===== src/rtl/alu_pkg.sv =====
// -----------------------------------------------------------------------------
// alu_pkg
// Shared definitions for the execute sequencer and the combinational ALU.
//   - RISC-V major opcodes handled by the sequencer (OP_R, OP_IMM)
//   - funct3 / funct7 field values
//   - alu_op_t : 4-bit ALU operation code (ADD is 0 so an idle bus reads as
//                "ADD of zeros")
//   - seq_state_t : sequencer FSM states
// Optional feature macro used by clients: ALU_SEQ_MUL_EN
// -----------------------------------------------------------------------------
package alu_pkg;

  localparam logic [6:0] OP_R   = 7'b0110011;
  localparam logic [6:0] OP_IMM = 7'b0010011;

  localparam logic [2:0] F3_ADD_SUB = 3'b000;
  localparam logic [2:0] F3_SLL     = 3'b001;
  localparam logic [2:0] F3_SLT     = 3'b010;
  localparam logic [2:0] F3_SLTU    = 3'b011;
  localparam logic [2:0] F3_XOR     = 3'b100;
  localparam logic [2:0] F3_SRL_SRA = 3'b101;
  localparam logic [2:0] F3_OR      = 3'b110;
  localparam logic [2:0] F3_AND     = 3'b111;

  localparam logic [6:0] F7_BASE   = 7'b0000000;
  localparam logic [6:0] F7_ALT    = 7'b0100000;
  localparam logic [6:0] F7_MULDIV = 7'b0000001;

  typedef enum logic [3:0] {
    ALU_ADD  = 4'd0,
    ALU_SUB  = 4'd1,
    ALU_MUL  = 4'd2,
    ALU_AND  = 4'd3,
    ALU_OR   = 4'd4,
    ALU_XOR  = 4'd5,
    ALU_SLT  = 4'd6,
    ALU_SLTU = 4'd7,
    ALU_SLL  = 4'd8,
    ALU_SRL  = 4'd9,
    ALU_SRA  = 4'd10
  } alu_op_t;

  typedef enum logic [1:0] {
    ST_IDLE = 2'd0,
    ST_READ = 2'd1,
    ST_EXEC = 2'd2,
    ST_WB   = 2'd3
  } seq_state_t;

endpackage


===== src/rtl/alu_seq_decode.sv =====
// -----------------------------------------------------------------------------
// alu_seq_decode
// Combinational decoder for the execute sequencer. Recognises the base R-type
// ALU group and ADDI; every other encoding is reported as not legal.
// Optional feature macro: ALU_SEQ_MUL_EN (funct7=0000001, funct3=000 -> MUL).
//
// Ports
//   i_instr     in  32    instruction word
//   o_legal     out 1     encoding is one the sequencer executes
//   o_alu_op    out 4     ALU operation for the EXEC cycle
//   o_use_imm   out 1     operand B is the immediate instead of rs2 data
//   o_imm       out XLEN  sign-extended I-type immediate
//   o_rs1/rs2   out 5     source register fields
//   o_rd        out 5     destination register field
// -----------------------------------------------------------------------------
module alu_seq_decode
  import alu_pkg::*;
#(
  parameter int XLEN = 32
) (
  input  logic [31:0]     i_instr,
  output logic            o_legal,
  output alu_op_t         o_alu_op,
  output logic            o_use_imm,
  output logic [XLEN-1:0] o_imm,
  output logic [4:0]      o_rs1,
  output logic [4:0]      o_rs2,
  output logic [4:0]      o_rd
);

  logic [6:0] w_opcode;
  logic [2:0] w_funct3;
  logic [6:0] w_funct7;

  assign w_opcode = i_instr[6:0];
  assign w_funct3 = i_instr[14:12];
  assign w_funct7 = i_instr[31:25];

  assign o_rd  = i_instr[11:7];
  assign o_rs1 = i_instr[19:15];
  assign o_rs2 = i_instr[24:20];
  assign o_imm = {{(XLEN-12){i_instr[31]}}, i_instr[31:20]};

  always_comb begin
    o_legal   = 1'b0;
    o_alu_op  = ALU_ADD;
    o_use_imm = 1'b0;
    case (w_opcode)
      OP_R: begin
        if (w_funct7 == F7_BASE) begin
          // Every funct3 has a base-group meaning when funct7 is zero.
          o_legal = 1'b1;
          case (w_funct3)
            F3_ADD_SUB: o_alu_op = ALU_ADD;
            F3_SLL:     o_alu_op = ALU_SLL;
            F3_SLT:     o_alu_op = ALU_SLT;
            F3_SLTU:    o_alu_op = ALU_SLTU;
            F3_XOR:     o_alu_op = ALU_XOR;
            F3_SRL_SRA: o_alu_op = ALU_SRL;
            F3_OR:      o_alu_op = ALU_OR;
            F3_AND:     o_alu_op = ALU_AND;
            default:    o_alu_op = ALU_ADD;
          endcase
        end else if (w_funct7 == F7_ALT) begin
          // Alternate funct7 only modifies ADD and SRL.
          if (w_funct3 == F3_ADD_SUB) begin
            o_legal  = 1'b1;
            o_alu_op = ALU_SUB;
          end else if (w_funct3 == F3_SRL_SRA) begin
            o_legal  = 1'b1;
            o_alu_op = ALU_SRA;
          end
        end else if (w_funct7 == F7_MULDIV) begin
`ifdef ALU_SEQ_MUL_EN
          if (w_funct3 == F3_ADD_SUB) begin
            o_legal  = 1'b1;
            o_alu_op = ALU_MUL;
          end
`endif
        end
      end
      OP_IMM: begin
        if (w_funct3 == F3_ADD_SUB) begin
          o_legal   = 1'b1;
          o_alu_op  = ALU_ADD;
          o_use_imm = 1'b1;
        end
      end
      default: o_legal = 1'b0;
    endcase
  end

endmodule


===== src/rtl/alu_seq_ctrl.sv =====
// -----------------------------------------------------------------------------
// alu_seq_ctrl
// Four-cycle execute sequencer: IDLE -> READ -> EXEC -> WB -> IDLE.
// Accepts one instruction over valid/ready, reads rs1/rs2 from a register file
// with one cycle of read latency, drives the external combinational ALU during
// EXEC only, captures the result and issues one write-back strobe.
// Optional feature macro: ALU_SEQ_MUL_EN (enables MUL decode in alu_seq_decode).
//
// Ports
//   clk, rst                 clock, synchronous active-high reset
//   instr_valid/instr        instruction offer
//   instr_ready              high in IDLE only
//   rf_raddr1/rf_raddr2      register read addresses (READ state)
//   rf_rdata1/rf_rdata2      register read data (valid in EXEC)
//   alu_op/alu_a/alu_b       ALU controls, zero outside EXEC
//   alu_result               combinational ALU result
//   wb_valid/wb_rd/wb_data   write-back (WB state, suppressed for rd=0)
//   illegal                  one-cycle pulse after accepting a bad encoding
//   busy                     state is not IDLE
// -----------------------------------------------------------------------------
module alu_seq_ctrl
  import alu_pkg::*;
#(
  parameter int XLEN      = 32,
  parameter int RF_ADDR_W = 5
) (
  input  logic                 clk,
  input  logic                 rst,
  input  logic                 instr_valid,
  input  logic [31:0]          instr,
  output logic                 instr_ready,
  output logic [RF_ADDR_W-1:0] rf_raddr1,
  output logic [RF_ADDR_W-1:0] rf_raddr2,
  input  logic [XLEN-1:0]      rf_rdata1,
  input  logic [XLEN-1:0]      rf_rdata2,
  output alu_op_t              alu_op,
  output logic [XLEN-1:0]      alu_a,
  output logic [XLEN-1:0]      alu_b,
  input  logic [XLEN-1:0]      alu_result,
  output logic                 wb_valid,
  output logic [RF_ADDR_W-1:0] wb_rd,
  output logic [XLEN-1:0]      wb_data,
  output logic                 illegal,
  output logic                 busy
);

  seq_state_t      r_state;
  seq_state_t      w_state_next;

  logic            w_dec_legal;
  alu_op_t         w_dec_op;
  logic            w_dec_use_imm;
  logic [XLEN-1:0] w_dec_imm;
  logic [4:0]      w_dec_rs1;
  logic [4:0]      w_dec_rs2;
  logic [4:0]      w_dec_rd;

  // Decoded fields of the accepted instruction; they carry everything the
  // later states need, so the raw word itself is not kept.
  alu_op_t         r_op;
  logic            r_use_imm;
  logic [XLEN-1:0] r_imm;
  logic [4:0]      r_rs1;
  logic [4:0]      r_rs2;
  logic [4:0]      r_rd;
  logic [XLEN-1:0] r_result;
  logic            r_illegal;

  logic            w_accept;

  alu_seq_decode #(
    .XLEN(XLEN)
  ) u_decode (
    .i_instr  (instr),
    .o_legal  (w_dec_legal),
    .o_alu_op (w_dec_op),
    .o_use_imm(w_dec_use_imm),
    .o_imm    (w_dec_imm),
    .o_rs1    (w_dec_rs1),
    .o_rs2    (w_dec_rs2),
    .o_rd     (w_dec_rd)
  );

  // Uses the state register directly so ready never depends on valid.
  assign w_accept = instr_valid && (r_state == ST_IDLE);
  assign illegal  = r_illegal;

  always_ff @(posedge clk) begin
    if (rst) begin
      r_state   <= ST_IDLE;
      r_op      <= ALU_ADD;
      r_use_imm <= 1'b0;
      r_imm     <= '0;
      r_rs1     <= '0;
      r_rs2     <= '0;
      r_rd      <= '0;
      r_result  <= '0;
      r_illegal <= 1'b0;
    end else begin
      r_state   <= w_state_next;
      r_illegal <= w_accept && !w_dec_legal;
      if (w_accept && w_dec_legal) begin
        r_op      <= w_dec_op;
        r_use_imm <= w_dec_use_imm;
        r_imm     <= w_dec_imm;
        r_rs1     <= w_dec_rs1;
        r_rs2     <= w_dec_rs2;
        r_rd      <= w_dec_rd;
      end
      if (r_state == ST_EXEC) begin
        r_result <= alu_result;
      end
    end
  end

  always_comb begin
    w_state_next = r_state;
    instr_ready  = 1'b0;
    busy         = 1'b1;
    rf_raddr1    = '0;
    rf_raddr2    = '0;
    alu_op       = ALU_ADD;
    alu_a        = '0;
    alu_b        = '0;
    wb_valid     = 1'b0;
    wb_rd        = '0;
    wb_data      = '0;
    case (r_state)
      ST_IDLE: begin
        instr_ready = 1'b1;
        busy        = 1'b0;
        // An illegal word is consumed here but never leaves IDLE.
        if (w_accept && w_dec_legal) begin
          w_state_next = ST_READ;
        end
      end
      ST_READ: begin
        rf_raddr1    = RF_ADDR_W'(r_rs1);
        rf_raddr2    = RF_ADDR_W'(r_rs2);
        w_state_next = ST_EXEC;
      end
      ST_EXEC: begin
        alu_op       = r_op;
        alu_a        = rf_rdata1;
        alu_b        = r_use_imm ? r_imm : rf_rdata2;
        w_state_next = ST_WB;
      end
      ST_WB: begin
        // x0 is hard-wired zero, so a write to it is simply not issued.
        wb_valid     = (r_rd != 5'd0);
        wb_rd        = RF_ADDR_W'(r_rd);
        wb_data      = r_result;
        w_state_next = ST_IDLE;
      end
      default: w_state_next = ST_IDLE;
    endcase
  end

endmodule

===== config.mk =====
export PLATFORM = sky130hd
export DESIGN_NAME = alu_seq_ctrl
export DESIGN_NICKNAME = d
export VERILOG_FILES = /design/src/rtl/alu_pkg.sv /design/src/rtl/alu_seq_decode.sv /design/src/rtl/alu_seq_ctrl.sv
export SDC_FILE = /design/constraint.sdc
export NUM_CORES = 1
export LEC_CHECK = 0
export CORE_UTILIZATION = 35
export DETAILED_ROUTE_END_ITERATION = 10
export PLACE_DENSITY = 0.81
export SETUP_SLACK_MARGIN = 0.3
export SLEW_MARGIN = 20
export SYNTH_ARGS = -nofsm -noshare
export SYNTH_HDL_FRONTEND = slang
export SYNTH_SLANG_ARGS = --single-unit

===== constraint.sdc =====
create_clock -name clk -period 2.2 [get_ports clk]
set_input_delay 0.44 -clock clk [delete_from_list [all_inputs] [get_ports clk]]
set_output_delay 0.44 -clock clk [all_outputs]
set_load 0.005 [all_outputs]

## Word-level counts from Yosys, hierarchy flattened

Memory sizes are Yosys's and may differ from the RTL's.
Cells that the tools add are included.

- Memories: 1
- Flip-flop bits (word level): 67
- Word-level logic and storage cells: 51
- Bits of input ports: 131
- Output and inout port bits: 119
- Bits in read-only memories: 32

Memory list:

| memory | depth | width | rd ports | clocked after memory_dff | write ports | RTL line | text |
|---|---|---|---|---|---|---|---|
| (no name shown) | 8 | 4 | 1 | 0 | 0 | alu_seq_decode.sv:53 | `case (w_funct3)` |

- Muxes and demuxes: 25
- Reduce and logical (&&, ||, !) cells: 8
- Eq/ne operators: 8

Operator list:

| cell | number |
|---|---|
| $mux W32 | 4 |
| $mux W4 | 6 |
| $mux W5 | 3 |
| $eq A7 B6 Y1 const B | 2 |
| $mux W1 | 9 |
| $pmux W2 S4 | 1 |
| $eq A7 B5 Y1 const B | 1 |
| $logic_not A7 Y1 | 1 |
| $reduce_bool A5 Y1 | 1 |
| $eq A2 B2 Y1 const B | 2 |
| $eq A3 B3 Y1 const B | 1 |
| $logic_and A1 B1 Y1 | 3 |
| $logic_not A3 Y1 | 1 |
| $eq A2 B1 Y1 const B | 1 |
| $logic_not A2 Y1 | 1 |
| $mux W2 | 1 |
| $ne A2 B1 Y1 const B | 1 |
| $pmux W1 S2 | 1 |
| $logic_not A1 Y1 | 1 |

## Logic depth before layout (Yosys ltp)

- Depth after elaboration: 9
- Gate-level depth with buffers: 7
- Mapped depth without buffers: 6

## Cells and area by module

A second synthesis with hierarchy kept.

- Cell total of the unflattened synthesis: 585
- Area total of the unflattened synthesis: 5402.7 µm²

Modules (own cells, without submodules):

| module | seq. area each (µm²) | times used | area an instance (µm²) | cells an instance |
|---|---|---|---|---|
| alu_seq_ctrl | 1741.7 | 1 | 4860.9 | 514 |
| alu_seq_decode | 0.0 | 1 | 541.8 | 71 |

## Worst setup path after synthesis

No wires, ideal clock.

- Kind: input-to-reg
- From: input instr[3]
- To: register r_use_imm
- Buffers on the path: 1
- Arrival: 1754 ps
- Cell stages on the path: 6
- Setup slack: 329 ps
- Library setup time: 117 ps
- Cell sequence: nor4b_2 nand3_2 a2111oi_4 buf_6 nor2_2 a22o_1

- Cells in the longest elaborated chain, start to end: 3

Ends and longest elaborated chain:

| element | RTL line | text |
|---|---|---|
| from (decl) | alu_seq_ctrl.sv:30 | `input logic [31:0] instr,` |
| $eq A7 B5 Y1 / $eq A7 B6 Y1 (equally long branches) | alu_seq_decode.sv:48 | `case (w_opcode)` |
| $pmux W1 S2 | alu_seq_decode.sv:48 |  |
| $logic_and A1 B1 Y1 | alu_seq_ctrl.sv:102 | `if (w_accept && w_dec_legal) begin` |
| to (signal assigned) | alu_seq_ctrl.sv:104 | `r_use_imm <= w_dec_use_imm;` |
| to (decl) | alu_seq_ctrl.sv:61 | `logic r_use_imm;` |

Several ways; a longest one is shown, not always the timed one.
A chain may end at the register's enable or synchronous reset.

## Final worst setup path

- From: register r_state[0]
- To: output alu_b[25]

- Cells in the longest elaborated chain, start to end: 2

Ends and longest elaborated chain:

| element | RTL line | text |
|---|---|---|
| from (decl) | alu_seq_ctrl.sv:47 | `seq_state_t r_state;` |
| from (signal assigned) | alu_seq_ctrl.sv:100 | `r_state <= w_state_next;` |
| $eq A2 B2 Y1 | alu_seq_ctrl.sv:128 | `case (r_state)` |
| $mux W32 | alu_seq_ctrl.sv:128 |  |
| to (decl) | alu_seq_ctrl.sv:38 | `output logic [XLEN-1:0] alu_b,` |

No other way between the ends.

==> impl_results.rst <==
.. list-table::
   :header-rows: 1

   * - Metric
     - Value
   * - Status
     - complete, no violations
   * - Number of slew-limit violations in the final report
     - 0
   * - Startpoint type of the worst setup path
     - register
   * - Synth Cell Area
     - roughly 3500 sq um
   * - First-pass GRT wire length
     - between 15 and 20 mm
   * - Final number of setup-violating endpoints
     - 0
   * - Average vias per placed instance
     - just under 5
   * - Final GP Congestion
     - just under 0.9
   * - Post-detailed-placement cell area
     - between 6000 and 7000 sq um
   * - Number of inserted filler cells in the final layout
     - roughly 650
   * - Delay of the slowest cell on the worst path
     - 0.41 ns
   * - Library cell occupying the most area in the post-synthesis netlist
     - dfxtp_1
   * - Setup slack at placement
     - -0.299 ns
   * - Register bit count reported by yosys
     - 62
   * - Ranking of synthesized cells by area
     - dfxtp_1, mux2i_1, and2_1
   * - Floorplan die width
     - 102 microns
   * - Minimum setup slack in the final design
     - between 0.005 and 0.006 ns
   * - Slowest library cell on the worst path
     - dfxtp_4
   * - Critical Path RT
     - about 1.8 ns
   * - Min Tclk post-route
     - ~2.2 ns
   * - Starting DRT DRC Count
     - 78
   * - Post-Route Skew
     - ~0.007 ns
   * - Number of cells produced by synthesis
     - a little over 400
   * - Overflow left after global routing
     - 0
   * - Seq pwr share
     - roughly two fifths
   * - Total DRC errors in the routed layout
     - 0
   * - Sw Share
     - about a quarter
   * - Vias
     - 4,055
   * - Number of H-tree levels
     - 3
   * - Floorplan die area
     - about 10,000 sq um
   * - Synth warn
     - 0
   * - Arrival time at the worst endpoint
     - around 1.8 ns
   * - Number of antenna violations at the first check in global routing
     - 1
   * - Distinct cells, synth
     - 35
   * - I/O pin count
     - 250
   * - Combinational share of power
     - between 20 and 30%
   * - Clock tree from TritonCTS
     - yes
   * - Internal power
     - 2.19 mW
   * - Share of synthesized area occupied by flip-flops and latches
     - a little over a third
   * - Max_slew headroom
     - around 67%
   * - Unrepaired setup endpoints after global routing
     - yes
   * - Pin count of the biggest net entering global routing
     - 39
   * - Row cnt
     - 36
   * - Total leakage power
     - 3.82 nW
   * - Area Overhead vs Synth
     - 111%
   * - Initial standard-cell utilization of the core
     - 36.0%
   * - Portion of total power attributed to the clock network
     - between 30 and 40%
   * - Peak clock frequency supported by timing
     - approximately 0.46 GHz
   * - Clock slew at the register clock pins of the worst setup and hold paths
     - approximately 0.070 ns
   * - Post-synthesis net count
     - 540
   * - Number of global-route vias before repair
     - about 3,800
   * - GRT Util Overall
     - approximately 23%
   * - Number of buffers inserted during clock tree synthesis
     - 9
   * - Placeable core region
     - 9770 sq um
   * - Power density over the cells
     - approximately 400 nW/um^2
   * - Measured slew at the worst slew-check pin
     - ~0.50 ns
   * - Post-detail-place hpwl
     - a little under 9 mm
   * - Hold WC Path Type
     - in -> reg
   * - Avg Cell Area, Syn
     - ~8.7 sq um
   * - Critical path's top delay family
     - buffers and inverters
   * - I/O Buffers
     - approximately 250
   * - Critical path start-end classification
     - reg -> out
   * - Count of buffer and inverter cells on the critical path
     - 6
   * - Root buffer cell
     - clkbuf_8
   * - Worst voltage drop across the vdd grid
     - 0.000324 V
   * - Post-CTS Hold Fix Bufs
     - 0
   * - CP Capture Type
     - primary output
   * - Insertion delay to the later sink of the worst-skew pair
     - approximately 0.33 ns
   * - Final routed wirelength across all metal layers
     - between 10 and 15 mm
   * - Number of routed nets with antenna violations
     - 0
   * - Cell chain of the critical path
     - inv_4 -> ha_4 -> buf_12 -> buf_8 -> buf_16 -> buf_6 -> a21boi_2 -> buf_2
   * - Layout Nets
     - between 800 and 900
   * - Maximum root-to-sink buffer count
     - 2
   * - Die Height
     - between 100 and 150 microns
   * - Top-area cell type share of the netlist area
     - 35.3%
   * - Share of post-route cells with drive strength above 1
     - around a third
   * - Net switching power of the design
     - approximately 790 uW
   * - Period utilisation layout
     - about 100%
   * - CP max FO
     - 6
   * - Number of maximum-capacitance constraint violations
     - 0
   * - Final instance area
     - ~7400 sq um
   * - Router iterations before antenna repair
     - 4
   * - Clock Sinks
     - 62
   * - Avg WL per Cell
     - approximately 18 microns
   * - Number of hold violations in the final report
     - 0
## metrics by stage
stage | setup TNS [ns] | utilization, % | instances | total power, mW | hold WS (ns)
after global routing | -0.351 | 75.8 | 839 | 3.10 | 0.449
after CTS | -0.614 | 67.0 | 816 | 2.75 | 0.421
after global placement | -4.36 | 63.7 | 774 | 1.73 | 0.458
final | 0 | 75.8 | 839 | 2.98 | 0.437
after floorplan | 0 | - | 405 | 1.36 | 0.441
after detailed placement | -7.50 | 63.7 | 774 | 1.74 | 0.463
## registers in the layout, summed over array words and instances (netlist names)
name and count:
illegal 1, r_imm 12, r_op 4, r_rd 5
r_result 32, r_rs1 5, r_state 2, r_use_imm 1
## area by class of cell
type / count / area, sq um / area share [%]
Sequential cell: 62 / 1250 / 16.9
Multi-Input combinational cell: 306 / 2400 / 32.4
Timing Repair Buffer: 315 / 3370 / 45.5
Antenna cell: 1 / 2.50 / 0.0338
Tap cell: 133 / 166 / 2.25
Clock buffer: 10 / 128 / 1.72
Clock inverter: 6 / 61.3 / 0.828
Inverter: 6 / 27.5 / 0.372
## what timing repair did
action                                  CTS  global route
resized for setup                       324           207
endpoints found under the setup margin  146           144
pin swaps                                 7            12
cloned                                    7             5
setup buffers                            19            17
## cells in the final DEF (no fill, tap or decap), types with 5 or more instances in the layout
cell type and count:
clkdlybuf4s50_1 117, mux2i_1 65, dfxtp_1 58, buf_6 57, nor2_1 56, dlymetal6s2s_1 51
and2_1 50, buf_2 34, and2_4 33, nand2b_1 26, buf_4 23, a21boi_1 11
a21boi_2 10, clkbuf_8 9, buf_12 9, nor2b_1 7, nor2b_4 6, buf_8 6
buf_16 5, dlygate4sd2_1 5
## cell usage after synthesis (all sizes together)
cell type,number
nor3,3
o21ai,5
a21oi,1
dfxtp,62
a31oi,1
nor4b,1
nand2b,26
ha,4
nand3,2
and3b,1
a2111oi,1
a211oi,4
nand2,4
mux2i,66
nor2b,13
a22o,2
inv,6
buf,12
a21boi,21
nand4,1
o2111ai,1
a41o,1
nor2,61
or3,1
and2,83
or4,1
o21a,1
nor3b,1
clkbuf,19
## worst reg2reg max path, stage by stage, from the launching register on
cell and delay (ns):
dfxtp_4 0.38, inv_4 0.07, buf_6 0.09, buf_6 0.08, buf_6 0.08, buf_6 0.09, ha_4 0.18, nand2_4 0.08
a2111oi_4 0.33, buf_6 0.19, buf_8 0.15, mux2i_1 0.21, nor2_1 0.06
## per-layer routing
layer / share of wire [%] / GRT usage (%) / vias to the layer above
met2: 53 / 43.6 / 194
met1: 36 / 24.7 / 1880
met3: 6.6 / 5.20 / 54
met5: 0 / 0 / -
met4: 5.0 / 9.67 / 0
li1: - / - / 1927
## kinds of logic after synthesis
| logic type | count (synthesis) | share of synthesized area, % |
|---|---|---|
| compound gates | 38 | 8.54 |
| simple gates | 198 | 31.2 |
| fa+ha+maj | 4 | 1.42 |
| mux | 66 | 18.8 |
| flops | 62 | 35.3 |
| buf+inv | 37 | 4.73 |
## path summary, 6_finish.rpt
path                        startpoint                   endpoint  slack, ns  cells after the start
min                          instr[27]      r_imm[7]$_SDFFE_PP0P_       0.44                      3
max            r_state[0]$_SDFFE_PP0P_                  alu_b[25]      0.005                      8
min reg2reg  r_result[20]$_SDFFE_PP0P_  r_result[20]$_SDFFE_PP0P_       0.49                      2
max reg2reg    r_state[0]$_SDFFE_PP0P_      r_imm[8]$_SDFFE_PP0P_       0.10                     12
## power groups by stage
stage | Combinational [mW] | Sequential, mW | Clock [mW]
6_report | 0.831 | 1.18 | 0.974
5_1_grt | 0.876 | 1.18 | 1.04
4_1_cts | 0.592 | 1.17 | 0.990
3_5_place_dp | 0.558 | 1.18 | 0
3_3_place_gp | 0.545 | 1.18 | 0
2_1_floorplan | 0.179 | 1.18 | 0
No activity file was read; power rests on OpenSTA's default activity.
